`src/rtl/transceiver_tx_replay_ctrl_pkg.sv`:
```
// Shared definitions for the transmit-side replay controller: sizing helpers,
// DLLP field positions, the default sequence-ID width and the FSM state type.
package transceiver_tx_replay_ctrl_pkg;

    // Default width of the TLP sequence ID (IDs wrap modulo 2**width).
    localparam int unsigned TLP_ID_WIDTH_DEFAULT = 3;

    // DLLP field positions: bit 15 selects ACK/control type, bit 8 is the NACK status bit.
    localparam int unsigned DLLP_TYPE_BIT = 15;
    localparam int unsigned DLLP_NACK_BIT = 8;

    // Ceiling log2, never smaller than 1 so it is always usable as a vector width.
    function automatic int unsigned clog2(input int unsigned value);
        int unsigned res;
        res = 0;
        while ((64'(1) << res) < 64'(value)) begin
            res = res + 1;
        end
        return (res == 0) ? 1 : res;
    endfunction

    // Round a width up to the next multiple of align.
    function automatic int unsigned pad_width(input int unsigned width, input int unsigned align);
        return ((width + align - 1) / align) * align;
    endfunction

    // One-hot controller states.
    typedef enum logic [4:0] {
        S_IDLE     = 5'b00001,
        S_LOAD     = 5'b00010,
        S_READY    = 5'b00100,
        S_SEND     = 5'b01000,
        S_WAIT_ACK = 5'b10000
    } state_e;

endpackage

```
`src/rtl/transceiver_replay_ram.sv`:
```
// Replay storage: DEPTH x DATA_WIDTH register array, one synchronous write port
// and one asynchronous read port. No reset; contents are only meaningful below r_len.
module transceiver_replay_ram #(
    parameter int unsigned DEPTH      = 16,
    parameter int unsigned DATA_WIDTH = 8,
    parameter int unsigned ADDR_WIDTH = 4
) (
    input  logic                  clk,
    input  logic                  wr_en,
    input  logic [ADDR_WIDTH-1:0] wr_addr,
    input  logic [DATA_WIDTH-1:0] wr_data,
    input  logic [ADDR_WIDTH-1:0] rd_addr,
    output logic [DATA_WIDTH-1:0] rd_data
);

    logic [DATA_WIDTH-1:0] mem [DEPTH];

    // Write port.
    always_ff @(posedge clk) begin
        if (wr_en) begin
            mem[wr_addr] <= wr_data;
        end
    end

    assign rd_data = mem[rd_addr];

endmodule

```
`src/rtl/transceiver_tx_replay_ctrl.sv`:
```
// Stop-and-wait transmit holder: buffers one TLP, streams it to the framer with
// a sequence ID, then holds it until the link controller acks or asks for a replay.
module transceiver_tx_replay_ctrl
    import transceiver_tx_replay_ctrl_pkg::*;
#(
    parameter int unsigned TLP_ID_WIDTH = TLP_ID_WIDTH_DEFAULT,
    parameter int unsigned DATA_WIDTH   = 8,
    parameter int unsigned DEPTH        = 16
) (
    input  logic                    i_clk,
    input  logic                    i_arst,
    input  logic [DATA_WIDTH-1:0]   i_tlp_data,
    input  logic                    i_tlp_valid,
    input  logic                    i_tlp_last,
    output logic                    o_tlp_ready,
    output logic [DATA_WIDTH-1:0]   o_tx_data,
    output logic                    o_tx_valid,
    output logic                    o_tx_last,
    output logic [TLP_ID_WIDTH-1:0] o_tx_id,
    input  logic                    i_tx_ready,
    input  logic                    i_tx_start,
    input  logic                    i_tx_stop,
    input  logic                    i_tx_rply,
    input  logic                    i_tx_id_ack,
    output logic                    o_tx_ack_req,
    output logic [TLP_ID_WIDTH-1:0] o_tx_ack_id,
    output logic [7:0]              o_rply_cnt
);

    localparam int unsigned LW = clog2(DEPTH + 1);
    localparam int unsigned AW = clog2(DEPTH);
    localparam logic [LW-1:0] LEN_LAST_IDX = LW'(DEPTH - 1);

    state_e                  state_q, state_d;
    logic [LW-1:0]           r_len;
    logic [LW-1:0]           r_rd_addr;
    logic [TLP_ID_WIDTH-1:0] r_tlp_id;
    logic                    r_enable;
    logic [7:0]              r_rply_cnt;

    logic                    wr_en;
    logic [AW-1:0]           wr_addr;
    logic [DATA_WIDTH-1:0]   rd_data;
    logic                    send_last;

    assign send_last = (r_rd_addr == (r_len - LW'(1)));
    assign wr_en     = o_tlp_ready && i_tlp_valid;
    assign wr_addr   = (state_q == S_LOAD) ? r_len[AW-1:0] : '0;

    transceiver_replay_ram #(
        .DEPTH      (DEPTH),
        .DATA_WIDTH (DATA_WIDTH),
        .ADDR_WIDTH (AW)
    ) u_ram (
        .clk     (i_clk),
        .wr_en   (wr_en),
        .wr_addr (wr_addr),
        .wr_data (i_tlp_data),
        .rd_addr (r_rd_addr[AW-1:0]),
        .rd_data (rd_data)
    );

    // Next-state and decoded outputs.
    always_comb begin
        state_d      = state_q;
        o_tlp_ready  = 1'b0;
        o_tx_valid   = 1'b0;
        o_tx_last    = 1'b0;
        o_tx_ack_req = 1'b0;
        unique case (state_q)
            S_IDLE: begin
                o_tlp_ready = 1'b1;
                if (i_tlp_valid) begin
                    state_d = i_tlp_last ? S_READY : S_LOAD;
                end
            end
            S_LOAD: begin
                o_tlp_ready = 1'b1;
                // A word landing in the last slot closes the TLP even without i_tlp_last.
                if (i_tlp_valid && (i_tlp_last || (r_len == LEN_LAST_IDX))) begin
                    state_d = S_READY;
                end
            end
            S_READY: begin
                if (r_enable) begin
                    state_d = S_SEND;
                end
            end
            S_SEND: begin
                o_tx_valid = 1'b1;
                o_tx_last  = send_last;
                if (i_tx_ready && send_last) begin
                    state_d = S_WAIT_ACK;
                end
            end
            S_WAIT_ACK: begin
                o_tx_ack_req = 1'b1;
                if (i_tx_id_ack) begin
                    state_d = S_IDLE;
                end else if (i_tx_rply) begin
                    state_d = S_READY;
                end
            end
            default: begin
                state_d = S_IDLE;
            end
        endcase
    end

    // State register.
    always_ff @(posedge i_clk or posedge i_arst) begin
        if (i_arst) begin
            state_q <= S_IDLE;
        end else begin
            state_q <= state_d;
        end
    end

    // Transmit enable; stop wins over a same-cycle start.
    always_ff @(posedge i_clk or posedge i_arst) begin
        if (i_arst) begin
            r_enable <= 1'b0;
        end else if (i_tx_stop) begin
            r_enable <= 1'b0;
        end else if (i_tx_start) begin
            r_enable <= 1'b1;
        end
    end

    // Length, read pointer, sequence ID and replay counter.
    always_ff @(posedge i_clk or posedge i_arst) begin
        if (i_arst) begin
            r_len      <= '0;
            r_rd_addr  <= '0;
            r_tlp_id   <= '0;
            r_rply_cnt <= '0;
        end else begin
            unique case (state_q)
                S_IDLE: begin
                    if (i_tlp_valid) begin
                        r_len <= LW'(1);
                    end
                end
                S_LOAD: begin
                    if (i_tlp_valid) begin
                        r_len <= r_len + LW'(1);
                    end
                end
                S_READY: begin
                    r_rd_addr <= '0;
                end
                S_SEND: begin
                    if (i_tx_ready) begin
                        r_rd_addr <= r_rd_addr + LW'(1);
                    end
                end
                S_WAIT_ACK: begin
                    if (i_tx_id_ack) begin
                        r_tlp_id <= r_tlp_id + TLP_ID_WIDTH'(1);
                    end else if (i_tx_rply && (r_rply_cnt != 8'hFF)) begin
                        r_rply_cnt <= r_rply_cnt + 8'd1;
                    end
                end
                default: begin
                end
            endcase
        end
    end

    assign o_tx_data   = rd_data;
    assign o_tx_id     = r_tlp_id;
    assign o_tx_ack_id = r_tlp_id;
    assign o_rply_cnt  = r_rply_cnt;

endmodule

```
`config.mk`:
```
export PLATFORM = sky130hd
export DESIGN_NAME = transceiver_tx_replay_ctrl
export DESIGN_NICKNAME = d
export VERILOG_FILES = /design/src/rtl/transceiver_tx_replay_ctrl_pkg.sv /design/src/rtl/transceiver_replay_ram.sv /design/src/rtl/transceiver_tx_replay_ctrl.sv
export SDC_FILE = /design/constraint.sdc
export NUM_CORES = 1
export LEC_CHECK = 0
export CORE_MARGIN = 2
export CORE_UTILIZATION = 25
export DETAILED_ROUTE_END_ITERATION = 8
export DONT_BUFFER_PORTS = 1
export MAX_ROUTING_LAYER = met4
export PLACE_DENSITY_LB_ADDON = 0.1
export SETUP_SLACK_MARGIN = 0.1
export SLEW_MARGIN = 20
export SYNTH_ARGS = -nofsm -noshare
export SYNTH_HDL_FRONTEND = slang
export SYNTH_HIERARCHICAL = 1
export SYNTH_SLANG_ARGS = --single-unit
```
`constraint.sdc`:
```
create_clock -name i_clk -period 2.8 [get_ports i_clk]
set_clock_uncertainty 0.2 [all_clocks]
set_input_delay 0.28 -clock i_clk [delete_from_list [all_inputs] [get_ports i_clk]]
set_output_delay 0.28 -clock i_clk [all_outputs]
set_load 0.03 [all_outputs]
```
==> results.md <==
- run status: completed
- worst min-delay path startpoint: i_tlp_valid
- commonest cells after routing, fill and taps aside: 128 x sky130_fd_sc_hd__edfxtp_1, 32 x sky130_fd_sc_hd__buf_4, 24 x sky130_fd_sc_hd__dfrtp_1
- number of enable flip-flop cells after synthesis: 128
- worst path arrival time: 2170 ps
- summed area of non-filler cells in the final layout: 0.008273 mm²
- startpoint of the most critical setup path: r_rd_addr[0]$_DFFE_PP0P_
- worst rel slew slack: 58.72%
- Max stage delay on crit path: 500 ps
- CP max FO: 4
- average cell area after synthesis: 16.86 µm²
- category of the worst setup path launch point: register
- ordered cell list for the critical path: buf_12, buf_4, mux4_2, a22oi_1, nand2_2
- clock slew at the register clock pins of the worst setup and hold paths: 60 ps
- final hold violation count: 0
- filler cell count: 2546
- Clock Latency Late Sink: 410 ps
- number of max-capacitance violations reported: 0
- share of the core filled with cells: 31.57%
- required time at the worst-slack endpoint: 2320 ps
- Detail Route Antenna Nets: 0
- final net count: 475
- largest net degree at the start of global routing: 37
- Core Region: 0.02621 mm²
- number of buffers on the longest clock path: 2
- share of the cycle needed by the critical path after routing: 94.54%
- fraction of registers with async set or reset after synthesis: 17.42%
- highest clock frequency the design can meet: 0.3778 GHz
- height of the chip: 167.6 µm
- flops & latches, synth: 155
- total power divided by cell area: 839.3 mW/mm²
- number of synthesis warnings: 6
- non-filler instance count after layout: 799
- H-tree depth reported by CTS: 4
- final setup violation count: 0
- Worst Max-Slew Pin Slew: 619.3 ps
- setup tns final: 0 ps
- fraction of layout cells with a size suffix above 1: 28.45%
- Root Driver: sky130_fd_sc_hd__clkbuf_16
- Post-Synthesis Net Count: 420
- Final Wtd Congestion: 0.7606
- total half-perimeter wirelength after legalization and detailed placement: 10.65 mm
- routed via count: 3674
- gate count of the mapped netlist: 397
- Post-Route WL: 16.39 mm
- number of input and output port buffers inserted: 0
- Congestion Overflow GR: 0
- area share of the leading cell type in the synthesized netlist: 57.42%
- critical path class: reg2out
- WL per Instance: 20.52 µm
- wire length of the first global-routing pass: 24.85 mm
- largest area contributor in the netlist: sky130_fd_sc_hd__edfxtp_1
- portion of the post-synthesis area used by sequential elements: 67.53%
- area after detailed placement: 0.007284 mm²
- area of the mapped netlist: 0.006694 mm²
- Vias/cell: 4.598
- initial cell density of the core: 25.54%
- Max Slew Vio Count: 0
- overall global routing resource usage: 12.59%
- RSZ-0062 raised after global routing: true
- number of CTS-inserted buffers: 17
- number of global-route vias before repair: 3917
- area of the die: 0.02810 mm²
- top-level I/O count: 43
- count of cell types in the netlist: 59
- drt initial violations: 189
- clock sink total: 155
- endpoint class of the critical path: output pin
- final critical path time including I/O delays and setup: 2647 ps
- detailed-route DRC error count: 0
- clock tree from TritonCTS: yes
- critical register-to-register path startpoint: state_q[1]$_DFFE_PP0P_
- Critical-path top delay cell: sky130_fd_sc_hd__dfrtp_4
- number of rows in the core area: 59
- Max rail drop VDD: 0.4664 mV
- Hold/Removal Path Class: in2reg
- largest cells by area after synthesis: sky130_fd_sc_hd__edfxtp_1 57%, sky130_fd_sc_hd__dfrtp_1 9.7%, sky130_fd_sc_hd__mux4_2 6.1%
- placed cells: 745
- most common cell after layout, fill and taps aside: sky130_fd_sc_hd__edfxtp_1
- synthesis-to-finish area growth: 23.59%
- static leakage power: 2.849 nW
- total iterations of the first detailed-routing run: 4
- initial antenna violation count: 0
- Top FF cell, synth: sky130_fd_sc_hd__edfxtp_1
- number of antenna repair diodes: 0
- width of the die: 167.6 µm
-- metrics by stage --
stage	total power [W]	setup slack [ps]	hold WS, ps
floorplan	0.003907	126.6	132.0
global placement	0.004301	145.9	57.60
detailed placement	0.004306	82.80	58.60
CTS	0.006951	60.95	67.88
global route	0.007282	34.91	127.7
finish	0.006943	152.8	74.85
-- worst paths after layout --
path	endpoint	slack [ps]	cells past startpoint
setup / recovery	o_tx_data[7]	150	5
min in group asynchronous	o_rply_cnt[1]$_DFFE_PP0P_	150	2
setup reg to reg	u_ram/mem[0][4]$_DFFE_PP_	250	7
hold / removal	state_q[2]$_DFFE_PP0P_	70	4
hold reg to reg	r_len[4]$_DFFE_PP0P_	360	1
max in group asynchronous	state_q[0]$_DFFE_PP1P_	1570	3
-- layout make-up --
type                            count  area, µm²  share of cell area (%)
Inverter                           10      37.54                  0.4537
Tap cell                          335      419.2                   5.067
Multi-Input combinational cell    212       2137                   25.83
Clock inverter                     13      183.9                   2.223
Timing Repair Buffer               56      540.5                   6.534
Sequential cell                   155       4526                   54.70
Clock buffer                       18      429.2                   5.188
-- cells by family after synthesis --
family | Yosys count | share of synthesized area [%]
buf+inv | 30 | 2.636
simple gates | 108 | 9.178
mux | 36 | 12.19
flops | 155 | 67.53
fa+ha+maj | 6 | 1.121
compound gates | 46 | 5.253
xor+xnor | 16 | 2.094
-- worst max-delay path, delay by kind of cell (launching register included) --
family | cells | cell delay [ps]
AO/OA/AOI/OAI | 1 | 280
flip-flops | 1 | 500
multiplexers | 1 | 420
buffers and inverters | 2 | 310
AND/OR/NAND/NOR | 1 | 220
-- where the power goes --
part | leakage (nW) | internal [W] | total (W) | switching (W)
Sequential | 1.50 | 0.00262 | 0.00273 | 0.000112
Combinational | 1.05 | 0.000836 | 0.00181 | 0.000978
Clock | 0.297 | 0.00143 | 0.00240 | 0.000971
-- cells in the mapped netlist, drive strengths merged, types with 2 or more instances --
cell and n:
nand3 12, buf 13, nand4 5, o211ai 3, or3 3, ha 6, nor2b 4, inv 10
nor2 22, nor4 2, nand3b 4, a21oi 3, clkbuf 4, xnor2 7, and3 7, and2 4
mux2i 2, a2111oi 4, nor3 11, a22oi 16, dfrtp 26, nand2b 4, o21ai 8, mux4 32
o2bb2ai 2, or4 2, o31ai 2, mux2 2, edfxtp 128, clkdlybuf4s25 3, nand2 21, xor2 9
-- state kept, by name, indices dropped and copies added (netlist names) --
signal and count:
o_rply_cnt 8, o_tx_ack_id 3, r_enable 1, r_len 5
r_rd_addr 5, state_q 5, u_ram/mem 128
-- per-layer routing --
metal	GRT usage, %	wire (µm)	vias up
li1	-	-	1697
met1	15.68	7357	1896
met3	2.671	644	12
met5	-	0	-
met4	3.251	208	0
met2	20.95	8183	69
-- what timing repair did --
action / in CTS / in global routing
setup buffers: 4 / 1
gates cloned: 1 / 0
hold buffers: 17 / 0
endpoints found under the hold margin: 158 / 0
resized for setup: 16 / 17
setup endpoints to repair: 17 / 17
pin swaps: 1 / 13
Note: power is estimated with default switching activity, not from simulation.
